==> src/rtl/led_sequencer.sv <==
// led_sequencer
//
// Purpose: CPU-programmable LED pattern sequencer. The CPU side is a small
// register file (CTRL, STATUS, PRESCALE, ENTRY[0..7]) reached through a
// Write/Read/Ack 4-way handshake. Once enabled, the FSM steps through
// ENTRY[0..last], pushing each 14-bit pattern (plus the irq_mode flag) to
// the LED peripheral with a led_Write/led_Ack 4-way handshake, then waits
// dwell x (PRESCALE+1) clocks before moving on.
//
// Ports:
//   clock       in   1   single clock, rising edge
//   reset       in   1   synchronous, active-high
//   address     in   4   register select
//   dataIn      in  32   CPU write data
//   Write/Read  in   1   CPU handshake requests
//   dataOut     out 32   combinational read data for the addressed register
//   Ack         out  1   CPU handshake acknowledge (Write|Read delayed 1 cycle)
//   led_dataIn  out 15   {irq_mode, pattern} sent to the LED peripheral
//   led_Write   out  1   LED-side write request
//   led_Ack     in   1   LED-side acknowledge

module led_sequencer (
    input  logic        clock,
    input  logic        reset,
    input  logic [3:0]  address,
    input  logic [31:0] dataIn,
    input  logic        Write,
    input  logic        Read,
    output logic [31:0] dataOut,
    output logic        Ack,
    output logic [14:0] led_dataIn,
    output logic        led_Write,
    input  logic        led_Ack
);

    typedef enum logic [2:0] {IDLE, LOAD, WREQ, WREL, DWELL} state_t;

    state_t      state;

    logic        enable;
    logic        loop_en;
    logic        irq_mode;
    logic [2:0]  last_index;
    logic [15:0] prescale;
    logic [13:0] entry_pattern [8];
    logic [15:0] entry_dwell   [8];

    logic        busy;
    logic        done;
    logic [2:0]  index;
    logic [15:0] work_dwell;
    logic [15:0] pre_reload;
    logic [15:0] pre_count;
    logic [15:0] dwell_count;

    logic        ctrl_write;
    logic        enable_next;

    // A CTRL write in the same cycle takes effect immediately for abort
    // decisions, so the FSM looks at the enable value being written.
    assign ctrl_write  = Write && (address == 4'h0);
    assign enable_next = ctrl_write ? dataIn[0] : enable;

    // CPU-side register file and handshake acknowledge.
    always_ff @(posedge clock) begin
        if (reset) begin
            Ack        <= 1'b0;
            enable     <= 1'b0;
            loop_en    <= 1'b0;
            irq_mode   <= 1'b0;
            last_index <= 3'd0;
            prescale   <= 16'd0;
            for (int i = 0; i < 8; i++) begin
                entry_pattern[i] <= 14'd0;
                entry_dwell[i]   <= 16'd0;
            end
        end else begin
            Ack <= Write | Read;
            if (Write) begin
                if (address == 4'h0) begin
                    enable     <= dataIn[0];
                    loop_en    <= dataIn[1];
                    irq_mode   <= dataIn[2];
                    last_index <= dataIn[6:4];
                end else if (address == 4'h2) begin
                    prescale <= dataIn[15:0];
                end else if (address[3]) begin
                    entry_pattern[address[2:0]] <= dataIn[13:0];
                    entry_dwell[address[2:0]]   <= dataIn[31:16];
                end
            end
        end
    end

    // Read mux; unmapped addresses and unused bits read as zero.
    always_comb begin
        dataOut = 32'd0;
        if (address[3]) begin
            dataOut = {entry_dwell[address[2:0]], 2'b00, entry_pattern[address[2:0]]};
        end else begin
            case (address[2:0])
                3'h0:    dataOut = {25'd0, last_index, 1'b0, irq_mode, loop_en, enable};
                3'h1:    dataOut = {25'd0, index, 2'b00, done, busy};
                3'h2:    dataOut = {16'd0, prescale};
                default: dataOut = 32'd0;
            endcase
        end
    end

    // Sequencer FSM. led_dataIn doubles as the working pattern register: it
    // is only loaded in LOAD, so it stays stable across the whole handshake
    // even if the displayed ENTRY is rewritten. The prescale value is latched
    // on DWELL entry so a mid-dwell PRESCALE write only affects later dwells.
    always_ff @(posedge clock) begin
        if (reset) begin
            state       <= IDLE;
            busy        <= 1'b0;
            done        <= 1'b0;
            index       <= 3'd0;
            work_dwell  <= 16'd0;
            pre_reload  <= 16'd0;
            pre_count   <= 16'd0;
            dwell_count <= 16'd0;
            led_dataIn  <= 15'd0;
            led_Write   <= 1'b0;
        end else begin
            case (state)
                IDLE: begin
                    if (ctrl_write && dataIn[0] && !enable) begin
                        state <= LOAD;
                        index <= 3'd0;
                        done  <= 1'b0;
                        busy  <= 1'b1;
                    end
                end
                LOAD: begin
                    if (!enable_next) begin
                        state <= IDLE;
                        busy  <= 1'b0;
                    end else begin
                        work_dwell <= (entry_dwell[index] == 16'd0) ? 16'd1 : entry_dwell[index];
                        led_dataIn <= {irq_mode, entry_pattern[index]};
                        led_Write  <= 1'b1;
                        state      <= WREQ;
                    end
                end
                WREQ: begin
                    if (led_Ack) begin
                        led_Write <= 1'b0;
                        state     <= WREL;
                    end
                end
                WREL: begin
                    if (!led_Ack) begin
                        if (!enable_next) begin
                            state <= IDLE;
                            busy  <= 1'b0;
                        end else begin
                            state       <= DWELL;
                            pre_reload  <= prescale;
                            pre_count   <= prescale;
                            dwell_count <= work_dwell;
                        end
                    end
                end
                DWELL: begin
                    if (!enable_next) begin
                        state <= IDLE;
                        busy  <= 1'b0;
                    end else if (pre_count == 16'd0) begin
                        pre_count <= pre_reload;
                        if (dwell_count == 16'd1) begin
                            if (index < last_index) begin
                                index <= index + 3'd1;
                                state <= LOAD;
                            end else if (loop_en) begin
                                index <= 3'd0;
                                state <= LOAD;
                            end else begin
                                done  <= 1'b1;
                                busy  <= 1'b0;
                                state <= IDLE;
                            end
                        end else begin
                            dwell_count <= dwell_count - 16'd1;
                        end
                    end else begin
                        pre_count <= pre_count - 16'd1;
                    end
                end
                default: state <= IDLE;
            endcase
        end
    end

endmodule
==> config.mk <==
export PLATFORM = sky130hd
export DESIGN_NAME = led_sequencer
export DESIGN_NICKNAME = d
export VERILOG_FILES = /design/src/rtl/led_sequencer.sv
export SDC_FILE = /design/constraint.sdc
export NUM_CORES = 1
export LEC_CHECK = 0
export BUFFER_PORTS_ARGS = -buffer_cell sky130_fd_sc_hd__buf_2
export CORE_MARGIN = 8
export CORE_UTILIZATION = 62
export CTS_CLUSTER_DIAMETER = 40
export DETAILED_ROUTE_END_ITERATION = 8
export PLACE_DENSITY = 0.8
export SLEW_MARGIN = 20
export SYNTH_ARGS = -nofsm -noshare
export SYNTH_HDL_FRONTEND = slang
export SYNTH_SLANG_ARGS = --single-unit
==> constraint.sdc <==
create_clock -name clock -period 3.4 [get_ports clock]
set_clock_uncertainty 0.1 [all_clocks]
set_input_delay 0 -clock clock [delete_from_list [all_inputs] [get_ports clock]]
set_output_delay 0 -clock clock [all_outputs]
set_load 0.01 [all_outputs]
==> results of run 1 <==
[registers in the layout (all words and copies together), names as in the netlist, 3 cells and up, named ones only]
| register | cells |
|---|---|
| prescale | 16 |
| pre_reload | 16 |
| dwell_count | 16 |
| index | 3 |
| entry_pattern | 112 |
| pre_count | 16 |
| last_index | 3 |
| work_dwell | 16 |
| state | 3 |
| entry_dwell | 128 |
| led_dataIn | 15 |
[cell type report]
cell class	instances	area (um2)
clock inverters	30	368
clock buffers	56	1270
multi-input cells	1037	8450
diodes	2	5.00
fillers	1916	8060
well taps	390	488
repair buffers	174	1300
flip-flops and latches	354	9490
inverters	13	48.8
[cells in the final DEF (no fill, tap or decap), types with 8 or more instances in the layout]
master / instances
and2_1: 243
inv_1: 13
nand2b_1: 8
edfxtp_1: 240
nand4_1: 8
clkbuf_16: 50
o21ai_0: 24
nand2_1: 93
dfxtp_1: 111
buf_4: 33
nor3_1: 34
a21oi_1: 71
a31oi_1: 8
buf_2: 86
nand3_1: 16
nor4_1: 8
inv_6: 9
a211oi_1: 38
or2_2: 9
dlygate4sd3_1: 48
mux4_2: 118
a22o_1: 8
nor2_1: 121
nor2b_1: 19
mux2i_1: 79
mux2_2: 17
[where the power goes]
group          total, mW  switching, mW  internal, mW
Clock               5.17           1.99          3.18
Combinational      0.771          0.423         0.348
Sequential          4.88          0.110          4.77
Total               10.8           2.52          8.30
[worst max-delay path, cell delays in order (launching register included)]
cell and delay (ns):
dfxtp_1 0.35, nor4_1 0.48, nand2_1 0.50, nor3_2 0.38
o21bai_1 0.23, or4b_1 0.55, a21oi_1 0.22
[kinds of logic after synthesis]
kind of cell | count (synthesis) | synth area share, %
AO/OA/AOI/OAI | 192 | 6.73
XOR/XNOR | 12 | 0.569
adder cells (fa/ha/maj) | 7 | 0.474
buffers and inverters | 137 | 3.15
flip-flops | 354 | 51.4
multiplexers | 214 | 19.7
AND/OR/NAND/NOR | 612 | 18.0
[per-layer routing]
metal	wire, um	track usage (%)
met5	23	0
met3	6210	7.45
met1	18600	36.1
met2	25200	47.5
met4	2100	13.1
[final timing paths]
path	startpoint	to	slack, ns	depth (start not counted)
worst max-delay path	pre_count[8]	index[1]	0.48	6
worst min-delay path	address[3]	loop_en	0.13	5
worst max register to register	pre_count[8]	index[1]	0.48	6
worst min register to register	led_dataIn[14]	led_dataIn[14]	0.39	2
[stage by stage]
| step | utilization, % | worst slack [ns] |
|---|---|---|
| 2_1_floorplan | - | 1.06 |
| 3_3_place_gp | 65.4 | 0.688 |
| 3_5_place_dp | 65.4 | 0.543 |
| 4_1_cts | 72.6 | 0.539 |
| 5_1_grt | 72.7 | 0.271 |
| 6_report | 72.7 | 0.483 |
==> key figures, run 1 <==
Drt
  – Antenna-violating nets left: 0
  – Detailed-route wire length per cell: 25.3 um
  – Total number of vias: 13600
  – DR iter-0 viols: 1821
  – Final wirelength: 52100 um
  – Drt pass-1 iters: 5
  – Via/cell ratio: 6.60
  – DRC: 0

GRT
  – First-pass GRT wire length: 80400 um
  – Initial antenna violation count: 4
  – Vias in the first global route: 14000
  – Total congestion overflow: 0
  – Total GRT Usage: 29.1%
  – Largest net degree at the start of global routing: 95

Die
  – Die height: 189 um
  – Initial Util: 62.7%
  – Row cnt: 63
  – Die W: 189 um
  – Area of the core: 29500 um2
  – # IOs: 90
  – Die Area: 35600 um2

CTS
  – Postcts setup bufs: 0
  – CTS tree: built
  – Worst skew pair latency: 0.57 ns
  – Sink Count: 354
  – Root Buffer: clkbuf_16
  – Clock buffer count from CTS: 48
  – Bufs on Longest Clock Path: 3
  – Hold buffers post-CTS: 48
  – Number of gates resized after cts: 0
  – Clock transition at the registers of the reported paths: 0.05 ns
  – Htree depth: 2

Logic synthesis
  – Post-Syn Area: 18500 um2
  – Most numerous cell in the Yosys netlist: and2_1
  – Ys flop type: edfxtp_1
  – Synth Instances: 1528
  – Synth Register Bits: 354
  – Cells taking the most area after synthesis: edfxtp_1, mux4_2, dfxtp_1
  – Cell variety after synth: 64
  – Seq/Total Area, Yosys: 51.4%
  – Commonest cells in the netlist: and2_1, edfxtp_1, nor2_1
  – Yosys top cell area share: 39.0%
  – Mean area per synthesized cell: 12.1 um2
  – Yosys warns: 0
  – Post-synth ARST share: 0%
  – EDFF count, synth: 240
  – Syn nets: 1576
  – Most area-hungry cell type in the Yosys netlist: edfxtp_1

Timing
  – Max-Slew Margin vs Limit: 27.6%
  – Fin. Hold Viols: 0
  – Setup_tns: 0 ns
  – Fmax: 343 MHz
  – WHS: 0.130 ns
  – Tightest Pin Transition: 1.09 ns
  – Setup violators final: 0
  – Final Max Slew Viols: 0
  – Fin crit share: 85.8%
  – Fin crit period: 2.92 ns
  – Unrepaired setup endpoints after global routing: no

Layout
  – Nets: 1676
  – Final std cells w/o fill: 2056
  – Layout cells sized above 1: 22.7%
  – Finished Cell Area: 21400 um2
  – Syn-to-layout area delta: 16.0%

Power and ir drop
  – Pleak: 7.53 nW
  – Pwr dens: 505 nW/um2
  – Max VDD drop: 0.000495 V
  – Total Power: 10.8 mW

Hold path
  – Hold Crit Class: input pin to register

Placed design
  – Placed instance count: 1920
  – Final RePlAce weighted congestion: 0.868
  – Cell Area, Placed: 19300 um2
  – Number of port buffers: 89
  – Detailed-placement wirelength estimate: 31400 um

Outcome
  – Status: complete, no violations

Worst setup path
  – Critical path peak fanout: 15
  – Nature of the critical path endpoint: register
  – Type of the worst setup path: register to register
  – WP data required: 3.75 ns
  – CP startpoint kind: register
  – Critical path data arrival time: 3.26 ns

Job
  – Max Cap Viol: 0
Power figures use the tool's default switching activity.
==> inputs of run 2 (changes only) <==
--- a/config.mk
+++ b/config.mk
@@ -7,11 +7,12 @@
 export LEC_CHECK = 0
 export BUFFER_PORTS_ARGS = -buffer_cell sky130_fd_sc_hd__buf_2
 export CORE_MARGIN = 8
-export CORE_UTILIZATION = 62
+export CORE_UTILIZATION = 63
 export CTS_CLUSTER_DIAMETER = 40
 export DETAILED_ROUTE_END_ITERATION = 8
-export PLACE_DENSITY = 0.8
-export SLEW_MARGIN = 20
+export HOLD_SLACK_MARGIN = 0.12
+export PLACE_DENSITY = 0.82
+export SLEW_MARGIN = 10
 export SYNTH_ARGS = -nofsm -noshare
 export SYNTH_HDL_FRONTEND = slang
 export SYNTH_SLANG_ARGS = --single-unit
==> constraint.sdc (replaced) <==
create_clock -name clock -period 3.7 [get_ports clock]
set_clock_uncertainty 0.1 [all_clocks]
set_input_delay 0 -clock clock [delete_from_list [all_inputs] [get_ports clock]]
set_output_delay 0 -clock clock [all_outputs]
set_load 0.01 [all_outputs]
==> run 2 against run 1 <==
  * Clock-buffer cell count rose by 3
  * Non-clock buffer count decreased by 4
  * First-iteration DRC count barely moved
  * Flip-flop and latch count did not move
  * Fmax up 1.6%
  * Sequential share of layout area increased by 0.46 points
  * Cell count decreased by 0.49%
  * Critical path type unchanged
  * Critical path depth down 1
  * Global-route usage is 0.96 points lower
  * Total power fell by 11%
  * Routed wire length shrank 2.6%
==> key figures, run 2 (synthesis gave the netlist of run 1 again) <==
Outcome
  – Status: complete, no violations

Layout
  – Syn-to-layout area delta: 14.8%
  – Largest Register: entry_dwell
  – Finished Cell Area: 21200 um2 (-1.0%)
  – Fin util: 73.7% (+1.0 points)
  – Max reg flops: 128 (unchanged)
  – Regs by FF count: entry_dwell x128, entry_pattern x112
  – Commonest cells after routing, fill and taps aside: and2_1, edfxtp_1, nor2_1, mux4_2, dfxtp_1
  – Multi-input gate area: 8440 um2 (about the same)
  – Nets: 1671 (-0.30%)
  – Most common cell after layout, fill and taps aside: and2_1
  – Fillers: 1792 (-6.5%)
  – Layout cells sized above 1: 22.6% (-0.079 points)
  – Register Area: 9490 um2 (unchanged)

CTS
  – Clock transition at the registers of the reported paths: 0.06 ns (about the same)
  – CTS tree: built
  – Worst skew pair latency: 0.56 ns (about the same)
  – Clock buffer count from CTS: 47 (-2.1%)
  – Htree depth: 2 (unchanged)
  – Bufs on Longest Clock Path: 3 (unchanged)
  – Root Buffer: clkbuf_16
  – Sink Count: 354 (unchanged)

Drt
  – Final wirelength: 50700 um (-2.6%)
  – Total number of vias: 13500 (-0.60%)
  – Drt pass-1 iters: 5 (unchanged)
  – DRC: 0 (unchanged)
  – DR iter-0 viols: 1822 (+0.055%)
  – DRT met1 WL: 19000 um (+1.9%)
  – Uppermost layer routed: met4
  – Met2 WL post-DR: 24200 um (-4.0%)
  – WL met3: 5760 um (-7.1%)
  – Via/cell ratio: 6.59 (-0.12%)
  – Antenna-violating nets left: 0 (unchanged)
  – Detailed-route wire length per cell: 24.8 um (-2.1%)

Die
  – Die height: 187 um (-0.73%)
  – Initial Util: 64.2% (+1.5 points)
  – Area of the core: 28800 um2 (-2.4%)
  – Die W: 187 um (-0.73%)
  – Die Area: 35100 um2 (-1.5%)
  – Row cnt: 62 (-1.6%)
  – # IOs: 90 (unchanged)

Placed design
  – Final RePlAce weighted congestion: 0.865 (-0.24%)
  – Number of port buffers: 89 (unchanged)
  – Detailed-placement wirelength estimate: 30400 um (-3.0%)
  – Cell Area, Placed: 19200 um2 (-0.47%)
  – Worst slack, placed: 0.833 ns (+0.290 ns)

Hold path
  – Hold Crit Class: input pin to register

Power and ir drop
  – Total Power: 9.59 mW (-11%)
  – Max VDD drop: 0.000424 V (-14%)
  – Pwr dens: 452 nW/um2 (-10%)
  – Pleak: 7.43 nW (-1.3%)

Worst setup path
  – Critical path peak fanout: 29 (+14)
  – CP bufs+invs: 0 (unchanged)
  – Worst-path cell chain: mux4_2 > mux2_2 > nor4_1 > nand4_1 > a311oi_1
  – CP peak stage delay: 0.94 ns (+0.39 ns)
  – Type of the worst setup path: register to register
  – Critical path's slowest cell: dfxtp_2
  – CP delay by family, top: flip-flops
  – Critical path data arrival time: 3.22 ns (-0.04 ns)
  – Nature of the critical path endpoint: register
  – CP startpoint kind: register
  – WP data required: 4.05 ns (+0.30 ns)

GRT
  – First-pass GRT wire length: 77500 um (-3.5%)
  – Total congestion overflow: 0 (unchanged)
  – Vias in the first global route: 13500 (-3.6%)
  – Initial antenna violation count: 1 (-3)
  – Total GRT Usage: 28.1% (-0.96 points)
  – Largest net degree at the start of global routing: 99 (+4.2%)

Timing
  – Max-Slew Margin vs Limit: 29.0% (+1.3 points)
  – Final Worst Setup Slack: 0.828 ns (+0.345 ns)
  – Unrepaired setup endpoints after global routing: no
  – Setup violators final: 0 (unchanged)
  – Fin. Hold Viols: 0 (unchanged)
  – Fin crit share: 77.6% (-8.2 points)
  – Tightest Pin Transition: 1.07 ns (-0.0198 ns)
  – Final Max Slew Viols: 0 (unchanged)
  – Fmax: 348 MHz (+1.6%)
  – Setup_tns: 0 ns (unchanged)
  – Fin crit period: 2.87 ns (-0.0449 ns)

Job
  – Max Cap Viol: 0 (unchanged)
[run 2: cell types whose count changed in the layout (fill, tap and decap cells not counted), sizes merged]
cell / delta
clkinv: +7
bufinv: -6
clkbuf: +3
inv: -3
buf: -2
dlygate4sd3: -2
diode: -1
[run 2: cell type report]
| cell class | count | area share [%] |
|---|---|---|
| inverters | 13 | 0.230 |
| flip-flops and latches | 354 | 44.8 |
| diodes | 1 | 0.0118 |
| clock inverters | 28 | 1.12 |
| multi-input cells | 1037 | 39.8 |
| clock buffers | 59 | 6.11 |
| repair buffers | 170 | 5.67 |
| well taps | 384 | 2.27 |
[run 2: what timing repair did]
item / in CTS / in global routing
setup buffers: 0 / 0
gates resized for setup: 0 / 0
hold endpoints to repair: 279 / 0
hold buffers: 46 / 0
endpoints found under the setup margin: 0 / 0
[run 2: metrics by stage]
step           hold WS (ns)  instances
2_1_floorplan        0.0158       1528
3_3_place_gp          0.145       1912
3_5_place_dp          0.148       1912
4_1_cts               0.141       2045
5_1_grt               0.180       2046
6_report              0.158       2046
[run 2: final timing paths]
path                        from  cells past startpoint        endpoint  slack (ns)
hold / removal        dataIn[15]                      4    prescale[15]        0.16
setup / recovery        register                      5   work_dwell[0]        0.83
setup reg to reg        register                      5   work_dwell[0]        0.83
hold reg to reg   pre_reload[15]                      2  pre_reload[15]        0.39
[run 2: worst register-to-register path: cells and delay by family (launching register included)]
family           cells  cell delay [ns]
flip-flops           1             0.94
AND/OR/NAND/NOR      2             0.52
AO/OA/AOI/OAI        1             0.28
multiplexers         2             0.94
[run 2: layer usage]
metal,global-route usage (%),vias up
met4,11.9,0
li1,-,5878
met2,45.5,840
met3,6.19,148
met5,0,-
met1,36.4,6616
[run 2: report_power, final]
group          switching (mW)  leakage (nW)  total [mW]  internal, mW
sequential              0.103          3.21        4.49          4.39
clock                    1.86         0.741        4.40          2.54
combinational           0.383          3.48       0.700         0.316
total                    2.35          7.43        9.59          7.25
